==> config.mk <==
export PLATFORM = sky130hd
export DESIGN_NAME = ahb_cmd_master_flat
export DESIGN_NICKNAME = d
export VERILOG_FILES = /design/src/rtl/ahb_cmd_master_if.sv /design/src/rtl/ahb_cmd_master.sv /design/src/flat_wrapper.sv
export SDC_FILE = /design/constraint.sdc
export NUM_CORES = 1
export LEC_CHECK = 0
export BUFFER_PORTS_ARGS = -buffer_cell sky130_fd_sc_hd__buf_2
export CORE_MARGIN = 5
export CORE_UTILIZATION = 30
export DETAILED_ROUTE_END_ITERATION = 6
export GPL_TIMING_DRIVEN = 0
export PLACE_DENSITY = 0.65
export SLEW_MARGIN = 20
export SYNTH_ARGS = -nofsm -noshare
export SYNTH_HDL_FRONTEND = slang
export SYNTH_SLANG_ARGS = --single-unit
==> constraint.sdc <==
create_clock -name hclk -period 2 [get_ports hclk]
set_input_delay 0 -clock hclk [delete_from_list [all_inputs] [get_ports hclk]]
set_output_delay 0 -clock hclk [all_outputs]
set_load 0.005 [all_outputs]
==> src/rtl/ahb_cmd_master_if.sv <==
// Command-stream and AHB-Lite signal bundle for ahb_cmd_master.
// The master modport is the bus-master view; the slave modport is the command source / AHB slave view.
interface ahb_cmd_master_if #(
  parameter int unsigned AW = 32,
  parameter int unsigned DW = 32
);
  logic          cmd_valid;
  logic          cmd_ready;
  logic [AW-1:0] cmd_addr;
  logic          cmd_write;
  logic [2:0]    cmd_size;
  logic [DW-1:0] cmd_wdata;
  logic          rsp_valid;
  logic [DW-1:0] rsp_rdata;
  logic          rsp_err;
  logic          hsel;
  logic [AW-1:0] haddr;
  logic [1:0]    htrans;
  logic          hwrite;
  logic [2:0]    hsize;
  logic [2:0]    hburst;
  logic [3:0]    hprot;
  logic [DW-1:0] hwdata;
  logic [DW-1:0] hrdata;
  logic          hready;
  logic          hresp;

  modport master (
    input  cmd_valid, cmd_addr, cmd_write, cmd_size, cmd_wdata, hrdata, hready, hresp,
    output cmd_ready, rsp_valid, rsp_rdata, rsp_err,
    output hsel, haddr, htrans, hwrite, hsize, hburst, hprot, hwdata
  );

  modport slave (
    output cmd_valid, cmd_addr, cmd_write, cmd_size, cmd_wdata, hrdata, hready, hresp,
    input  cmd_ready, rsp_valid, rsp_rdata, rsp_err,
    input  hsel, haddr, htrans, hwrite, hsize, hburst, hprot, hwdata
  );
endinterface

==> src/rtl/ahb_cmd_master.sv <==
// AHB-Lite master turning valid/ready commands into pipelined NONSEQ SINGLE transfers.
// Define AHB_MST_TIMEOUT_EN to add the sticky wait-state timeout monitor (timeout_flag).
module ahb_cmd_master #(
  parameter int unsigned AW        = 32,
  parameter int unsigned DW        = 32,
  parameter logic [3:0]  HPROT_VAL = 4'b0011
`ifdef AHB_MST_TIMEOUT_EN
  ,
  parameter int unsigned TIMEOUT   = 16
`endif
) (
  input  logic             hclk,
  input  logic             hresetn,
  ahb_cmd_master_if.master bus,
  output logic             timeout_flag
);
  localparam logic [1:0] HTRANS_IDLE   = 2'b00;
  localparam logic [1:0] HTRANS_NONSEQ = 2'b10;

  typedef enum logic {S_RUN, S_ERR_HOLD} state_t;

  state_t        r_state;
  logic          r_aph_valid;
  logic [AW-1:0] r_haddr;
  logic          r_hwrite;
  logic [2:0]    r_hsize;
  logic [DW-1:0] r_aph_wdata;
  logic          r_retained;
  logic          r_dph_valid;
  logic          r_dph_write;
  logic [DW-1:0] r_hwdata;
  logic          r_rsp_valid;
  logic [DW-1:0] r_rsp_rdata;
  logic          r_rsp_err;

  logic w_cmd_ready;
  logic w_accept;
  logic w_aph_done;
  logic w_dph_done;
  logic w_err_first;

  assign w_cmd_ready = bus.hready & (r_state == S_RUN);
  assign w_accept    = bus.cmd_valid & w_cmd_ready;
  assign w_aph_done  = r_aph_valid & bus.hready;
  assign w_dph_done  = r_dph_valid & bus.hready;
  assign w_err_first = (r_state == S_RUN) & r_dph_valid & bus.hresp & ~bus.hready;

  always_ff @(posedge hclk) begin
    if (!hresetn) begin
      r_state     <= S_RUN;
      r_aph_valid <= 1'b0;
      r_haddr     <= '0;
      r_hwrite    <= 1'b0;
      r_hsize     <= 3'b010;
      r_aph_wdata <= '0;
      r_retained  <= 1'b0;
      r_dph_valid <= 1'b0;
      r_dph_write <= 1'b0;
      r_hwdata    <= '0;
      r_rsp_valid <= 1'b0;
      r_rsp_rdata <= '0;
      r_rsp_err   <= 1'b0;
    end else begin
      r_rsp_valid <= w_dph_done;
      r_rsp_rdata <= (w_dph_done && !r_dph_write) ? bus.hrdata : '0;
      r_rsp_err   <= w_dph_done & bus.hresp;

      // Data phase advances only on hready; wait states leave hwdata untouched.
      if (bus.hready) begin
        r_dph_valid <= r_aph_valid;
        if (r_aph_valid) begin
          r_dph_write <= r_hwrite;
          r_hwdata    <= r_aph_wdata;
        end
      end

      // Address fields are never cleared: the slave decodes hrdata from the live haddr.
      case (r_state)
        S_RUN: begin
          if (w_err_first) begin
            r_state     <= S_ERR_HOLD;
            r_retained  <= r_aph_valid;
            r_aph_valid <= 1'b0;
          end else if (w_accept) begin
            r_aph_valid <= 1'b1;
            r_haddr     <= bus.cmd_addr;
            r_hwrite    <= bus.cmd_write;
            r_hsize     <= bus.cmd_size;
            r_aph_wdata <= bus.cmd_wdata;
          end else if (w_aph_done) begin
            r_aph_valid <= 1'b0;
          end
        end
        S_ERR_HOLD: begin
          // Second ERROR cycle: re-issue whatever was cancelled on the first one.
          if (bus.hready) begin
            r_state     <= S_RUN;
            r_aph_valid <= r_retained;
            r_retained  <= 1'b0;
          end
        end
        default: r_state <= S_RUN;
      endcase
    end
  end

`ifdef AHB_MST_TIMEOUT_EN
  localparam int unsigned TO_W = $clog2(TIMEOUT + 1);

  logic [TO_W-1:0] r_wait_cnt;
  logic            r_timeout_flag;

  always_ff @(posedge hclk) begin
    if (!hresetn) begin
      r_wait_cnt     <= '0;
      r_timeout_flag <= 1'b0;
    end else if (r_dph_valid && !bus.hready) begin
      if (r_wait_cnt != TO_W'(TIMEOUT)) begin
        r_wait_cnt <= r_wait_cnt + 1'b1;
      end
      if (r_wait_cnt == TO_W'(TIMEOUT - 1)) begin
        r_timeout_flag <= 1'b1;
      end
    end else begin
      r_wait_cnt <= '0;
    end
  end

  assign timeout_flag = r_timeout_flag;
`else
  assign timeout_flag = 1'b0;
`endif

  assign bus.cmd_ready = w_cmd_ready;
  assign bus.rsp_valid = r_rsp_valid;
  assign bus.rsp_rdata = r_rsp_rdata;
  assign bus.rsp_err   = r_rsp_err;
  assign bus.hsel      = r_aph_valid;
  assign bus.htrans    = r_aph_valid ? HTRANS_NONSEQ : HTRANS_IDLE;
  assign bus.haddr     = r_haddr;
  assign bus.hwrite    = r_hwrite;
  assign bus.hsize     = r_hsize;
  assign bus.hburst    = 3'b000;
  assign bus.hprot     = HPROT_VAL;
  assign bus.hwdata    = r_hwdata;
endmodule

==> src/flat_wrapper.sv <==
// flat-port wrapper written by rule: the top's interface ports become plain ports
module ahb_cmd_master_flat 
#(
  parameter int unsigned AW        = 32,
  parameter int unsigned DW        = 32,
  parameter logic [3:0]  HPROT_VAL = 4'b0011

)
  (hclk, hresetn, timeout_flag, bus_cmd_valid, bus_cmd_addr, bus_cmd_write, bus_cmd_size, bus_cmd_wdata, bus_hrdata, bus_hready, bus_hresp, bus_cmd_ready, bus_rsp_valid, bus_rsp_rdata, bus_rsp_err, bus_hsel, bus_haddr, bus_htrans, bus_hwrite, bus_hsize, bus_hburst, bus_hprot, bus_hwdata);
  ahb_cmd_master_if #(.AW(AW), .DW(DW)) bus_i ();
  input  logic hclk;
  input  logic hresetn;
  output logic timeout_flag;
  input wire logic [$bits(bus_i.cmd_valid)-1:0] bus_cmd_valid;
  input wire logic [$bits(bus_i.cmd_addr)-1:0] bus_cmd_addr;
  input wire logic [$bits(bus_i.cmd_write)-1:0] bus_cmd_write;
  input wire logic [$bits(bus_i.cmd_size)-1:0] bus_cmd_size;
  input wire logic [$bits(bus_i.cmd_wdata)-1:0] bus_cmd_wdata;
  input wire logic [$bits(bus_i.hrdata)-1:0] bus_hrdata;
  input wire logic [$bits(bus_i.hready)-1:0] bus_hready;
  input wire logic [$bits(bus_i.hresp)-1:0] bus_hresp;
  output wire logic [$bits(bus_i.cmd_ready)-1:0] bus_cmd_ready;
  output wire logic [$bits(bus_i.rsp_valid)-1:0] bus_rsp_valid;
  output wire logic [$bits(bus_i.rsp_rdata)-1:0] bus_rsp_rdata;
  output wire logic [$bits(bus_i.rsp_err)-1:0] bus_rsp_err;
  output wire logic [$bits(bus_i.hsel)-1:0] bus_hsel;
  output wire logic [$bits(bus_i.haddr)-1:0] bus_haddr;
  output wire logic [$bits(bus_i.htrans)-1:0] bus_htrans;
  output wire logic [$bits(bus_i.hwrite)-1:0] bus_hwrite;
  output wire logic [$bits(bus_i.hsize)-1:0] bus_hsize;
  output wire logic [$bits(bus_i.hburst)-1:0] bus_hburst;
  output wire logic [$bits(bus_i.hprot)-1:0] bus_hprot;
  output wire logic [$bits(bus_i.hwdata)-1:0] bus_hwdata;
  assign bus_i.cmd_valid = bus_cmd_valid;
  assign bus_i.cmd_addr = bus_cmd_addr;
  assign bus_i.cmd_write = bus_cmd_write;
  assign bus_i.cmd_size = bus_cmd_size;
  assign bus_i.cmd_wdata = bus_cmd_wdata;
  assign bus_i.hrdata = bus_hrdata;
  assign bus_i.hready = bus_hready;
  assign bus_i.hresp = bus_hresp;
  assign bus_cmd_ready = bus_i.cmd_ready;
  assign bus_rsp_valid = bus_i.rsp_valid;
  assign bus_rsp_rdata = bus_i.rsp_rdata;
  assign bus_rsp_err = bus_i.rsp_err;
  assign bus_hsel = bus_i.hsel;
  assign bus_haddr = bus_i.haddr;
  assign bus_htrans = bus_i.htrans;
  assign bus_hwrite = bus_i.hwrite;
  assign bus_hsize = bus_i.hsize;
  assign bus_hburst = bus_i.hburst;
  assign bus_hprot = bus_i.hprot;
  assign bus_hwdata = bus_i.hwdata;
  ahb_cmd_master #(.AW(AW), .DW(DW), .HPROT_VAL(HPROT_VAL)) u_core (.hclk(hclk), .hresetn(hresetn), .bus(bus_i), .timeout_flag(timeout_flag));
endmodule
==> flow_summary.ini <==
[status]
status = finished clean

[floorplan]
core-area_sq_um = 16400
dieHeight_microns = 138
start_util = 0.302
fp.dieArea_sq_um = 19200
site_row_count = 47
io_pins = 219
die_extent_in_x_microns = 138

[worst_setup_path]
rrSetupSlack_ps = 590
cp_slowest_cell = dfxtp_1
timing.critical_path.mode_cell = buf_2
critPathMaxStageDelay_ps = 470
worstPathArrival_ps = 1740
timing.critical_path.fanout_max = 10
cp_data_required_time_ps = 2320
timing.setup.critical_path_class = reg2reg
critical_path.startpoint_type = flip-flop
ff2ff_path_depth = 5
worstPathCellList = and2_1 > buf_2 > buf_2 > nand2_1 > a21boi_0
worst_setup_path_end_kind = flip-flop

[routing]
detail_route.iter0.violations = 120
remaining_drc_errors = 0
totalWireLength_mm = 14.8
met1_length_mm = 6.22
drtPass1Iterations = 4
highest-signal-layer = met5
post_route_antenna_net_violation_count = 0
route.detailed.vias_per_inst = 4.16
met2_length_mm = 7.19
dr_wl_met3_microns = 971
detail_route.wl_per_cell_microns = 13.3
num_vias = 4630

[clocking]
reg_clk_slew_reported_paths_ps = 60
clockBufferDepth = 2
tritoncts = yes
post_cts_resized = 0
insertion_delay_ps = 400
clockRootBuffer = clkbuf_16
clock_sink_count = 139
cts_htree_levels = 4
cts-buffers-inserted = 17

[yosys]
syn-cell-area_sq_um = 4950
postSynthAreaPerCell_sq_um = 9.11
synth_seq_area_share = 0.562
synth.cells.most_frequent = nand2_1, dfxtp_1, a21boi_0
synthesis.instances = 544
netlist.area_leader.share = 0.562
ys_warn_count = 0
netlist_top_cells_area = dfxtp_1, nand2_1, a21boi_0
synthDominantAreaCellType = dfxtp_1
synthMostInstantiatedCell = nand2_1
async_flop_share = 0
dominantRegCellSynth = dfxtp_1
number_of_storage_elements_in_the_synthesis_netlist = 139
synth_cell_types = 24
synth-edff-count = 0

[layout]
drive_gt1_frac = 0.312
regArea_sq_um = 2780
num-fill-cells = 1525
nets = 986
insertedDiodeCount = 0
layoutNonFillerInstCount = 1114
multiInputGateArea_sq_um = 1900
final_cell_area_sq_um = 7980
syn2layout_area_growth_pct = 61.1

[global_routing]
overflow = 0
grt_util_all_layers = 0.156
grt_antenna_before_repair = 1
grt_start_max_net_pins = 17
grt_first_pass_wirelength_mm = 24.3
first_global_vias = 4678

[placed_design]
placement.io_buffers = 209
finalWeightedCongestion = 0.792
detailedPlacementHpwl_mm = 10.1
detailed_place.area_sq_um = 6300
post-place-cells = 980

[timing]
clock_skew_ps = 5.81
setup_viols_final = 0
layout_min_cycle_time_ps = 1410
holdWs_ps = 60.1
fmax_mhz = 708
finalHoldViolations = 0
part_of_the_cycle_the_worst_path_needs = 0.706
maxSlewHeadroom = 0.647
report.final.slew_viol_count = 0
max_slew.worst_pin.slew_ps = 529
rsz0062_at_grt = no
final.setup.tns_ps = 0

[pwr]
power.ir.vdd_worst_uv = 531
p_leak_nw = 3.61
power_density_nw_per_um2 = 870

[hold_path]
timing.hold.worst.class = in2reg
hold_path_depth = 2

[job]
timing.max_cap.violations = 0
-- per-stage QoR --
| step | setup WS [ps] | power (W) | util |
|---|---|---|---|
| after floorplan | 821 | 0.00316 | - |
| after global placement | 602 | 0.00338 | 0.384 |
| after detailed placement | 554 | 0.00339 | 0.384 |
| after CTS | 540 | 0.00705 | 0.486 |
| after global routing | 420 | 0.00724 | 0.486 |
| final | 588 | 0.00694 | 0.486 |
-- cell type report --
cell class,instances,share of cell area
flip-flops and latches,139,0.349
repair buffers,311,0.259
multi-input cells,365,0.238
clock buffers,19,0.0555
plain buffers,47,0.0378
well taps,220,0.0345
clock inverters,13,0.0267
-- worst paths after layout --
| kind | startpoint | endpoint |
|---|---|---|
| min reg2reg | u_core.bus.haddr[29]$_SDFFE_PN0P_ | u_core.bus.haddr[29]$_SDFFE_PN0P_ |
| max | u_core.bus.hsel$_SDFFE_PN0P_ | u_core.bus.hwdata[16]$_SDFFE_PN0P_ |
| min | hresetn | u_core.bus.rsp_valid$_SDFF_PN0_ |
| max reg2reg | u_core.bus.hsel$_SDFFE_PN0P_ | u_core.bus.hwdata[16]$_SDFFE_PN0P_ |
-- state kept, by name, indices dropped and copies added, names as in the netlist --
name / count
u_core.bus.hsel: 1
u_core.bus.hsize: 3
u_core.bus.rsp_rdata: 32
u_core.bus.rsp_err: 1
u_core.r_state: 1
u_core.bus.haddr: 32
u_core.bus.hwdata: 32
u_core.r_retained: 1
u_core.r_dph_write: 1
u_core.r_aph_wdata: 32
u_core.r_dph_valid: 1
u_core.bus.rsp_valid: 1
u_core.bus.hwrite: 1
-- metal layers --
| metal | global-route usage | up-vias |
|---|---|---|
| met5 | 0 | - |
| met4 | 0.0640 | 2 |
| met3 | 0.0528 | 33 |
| met2 | 0.263 | 138 |
| met1 | 0.182 | 2066 |
| li1 | - | 2391 |
-- cells by family (layout without fill, tap and decap cells) --
kind of cell	Yosys count	after routing	share of synthesized area
buffers and inverters	47	390	0.0609
other	2	9	0.00152
AND/OR/NAND/NOR	250	250	0.216
flip-flops	139	139	0.562
AO/OA/AOI/OAI	106	106	0.160
-- worst max-delay path, delay by kind of cell, from the launching register on --
| kind | cells | cell delay [ps] |
|---|---|---|
| AOI/OAI and AO/OA | 1 | 160 |
| buffers and inverters | 2 | 460 |
| DFF | 1 | 470 |
| and+or+nand+nor | 2 | 230 |
-- power by group --
part / total (W) / leakage [nW] / switching, W / internal [W]
clock: 0.00346 / 0.311 / 0.00120 / 0.00226
sequential: 0.00288 / 1.13 / 0.0000371 / 0.00285
combinational: 0.000594 / 2.17 / 0.000247 / 0.000347
-- placed cells by master (no fill, tap or decap), types with 2 or more instances in the layout --
cell / instances
clkinvlp_4: 3
a21boi_0: 75
a21oi_1: 2
buf_6: 5
inv_6: 3
clkbuf_16: 17
dfxtp_1: 139
clkbuf_1: 11
nand2_1: 204
and2_1: 34
and3b_1: 2
buf_4: 19
conb_1: 9
bufinv_16: 5
nor3b_1: 2
dlygate4sd3_1: 102
buf_2: 222
a21boi_1: 26
-- repair_timing --
item | CTS | global route
endpoints found under the hold margin | 103 | 0
setup buffers | 0 | 0
hold buffers | 102 | 0
(Power assumes the default switching activity.)
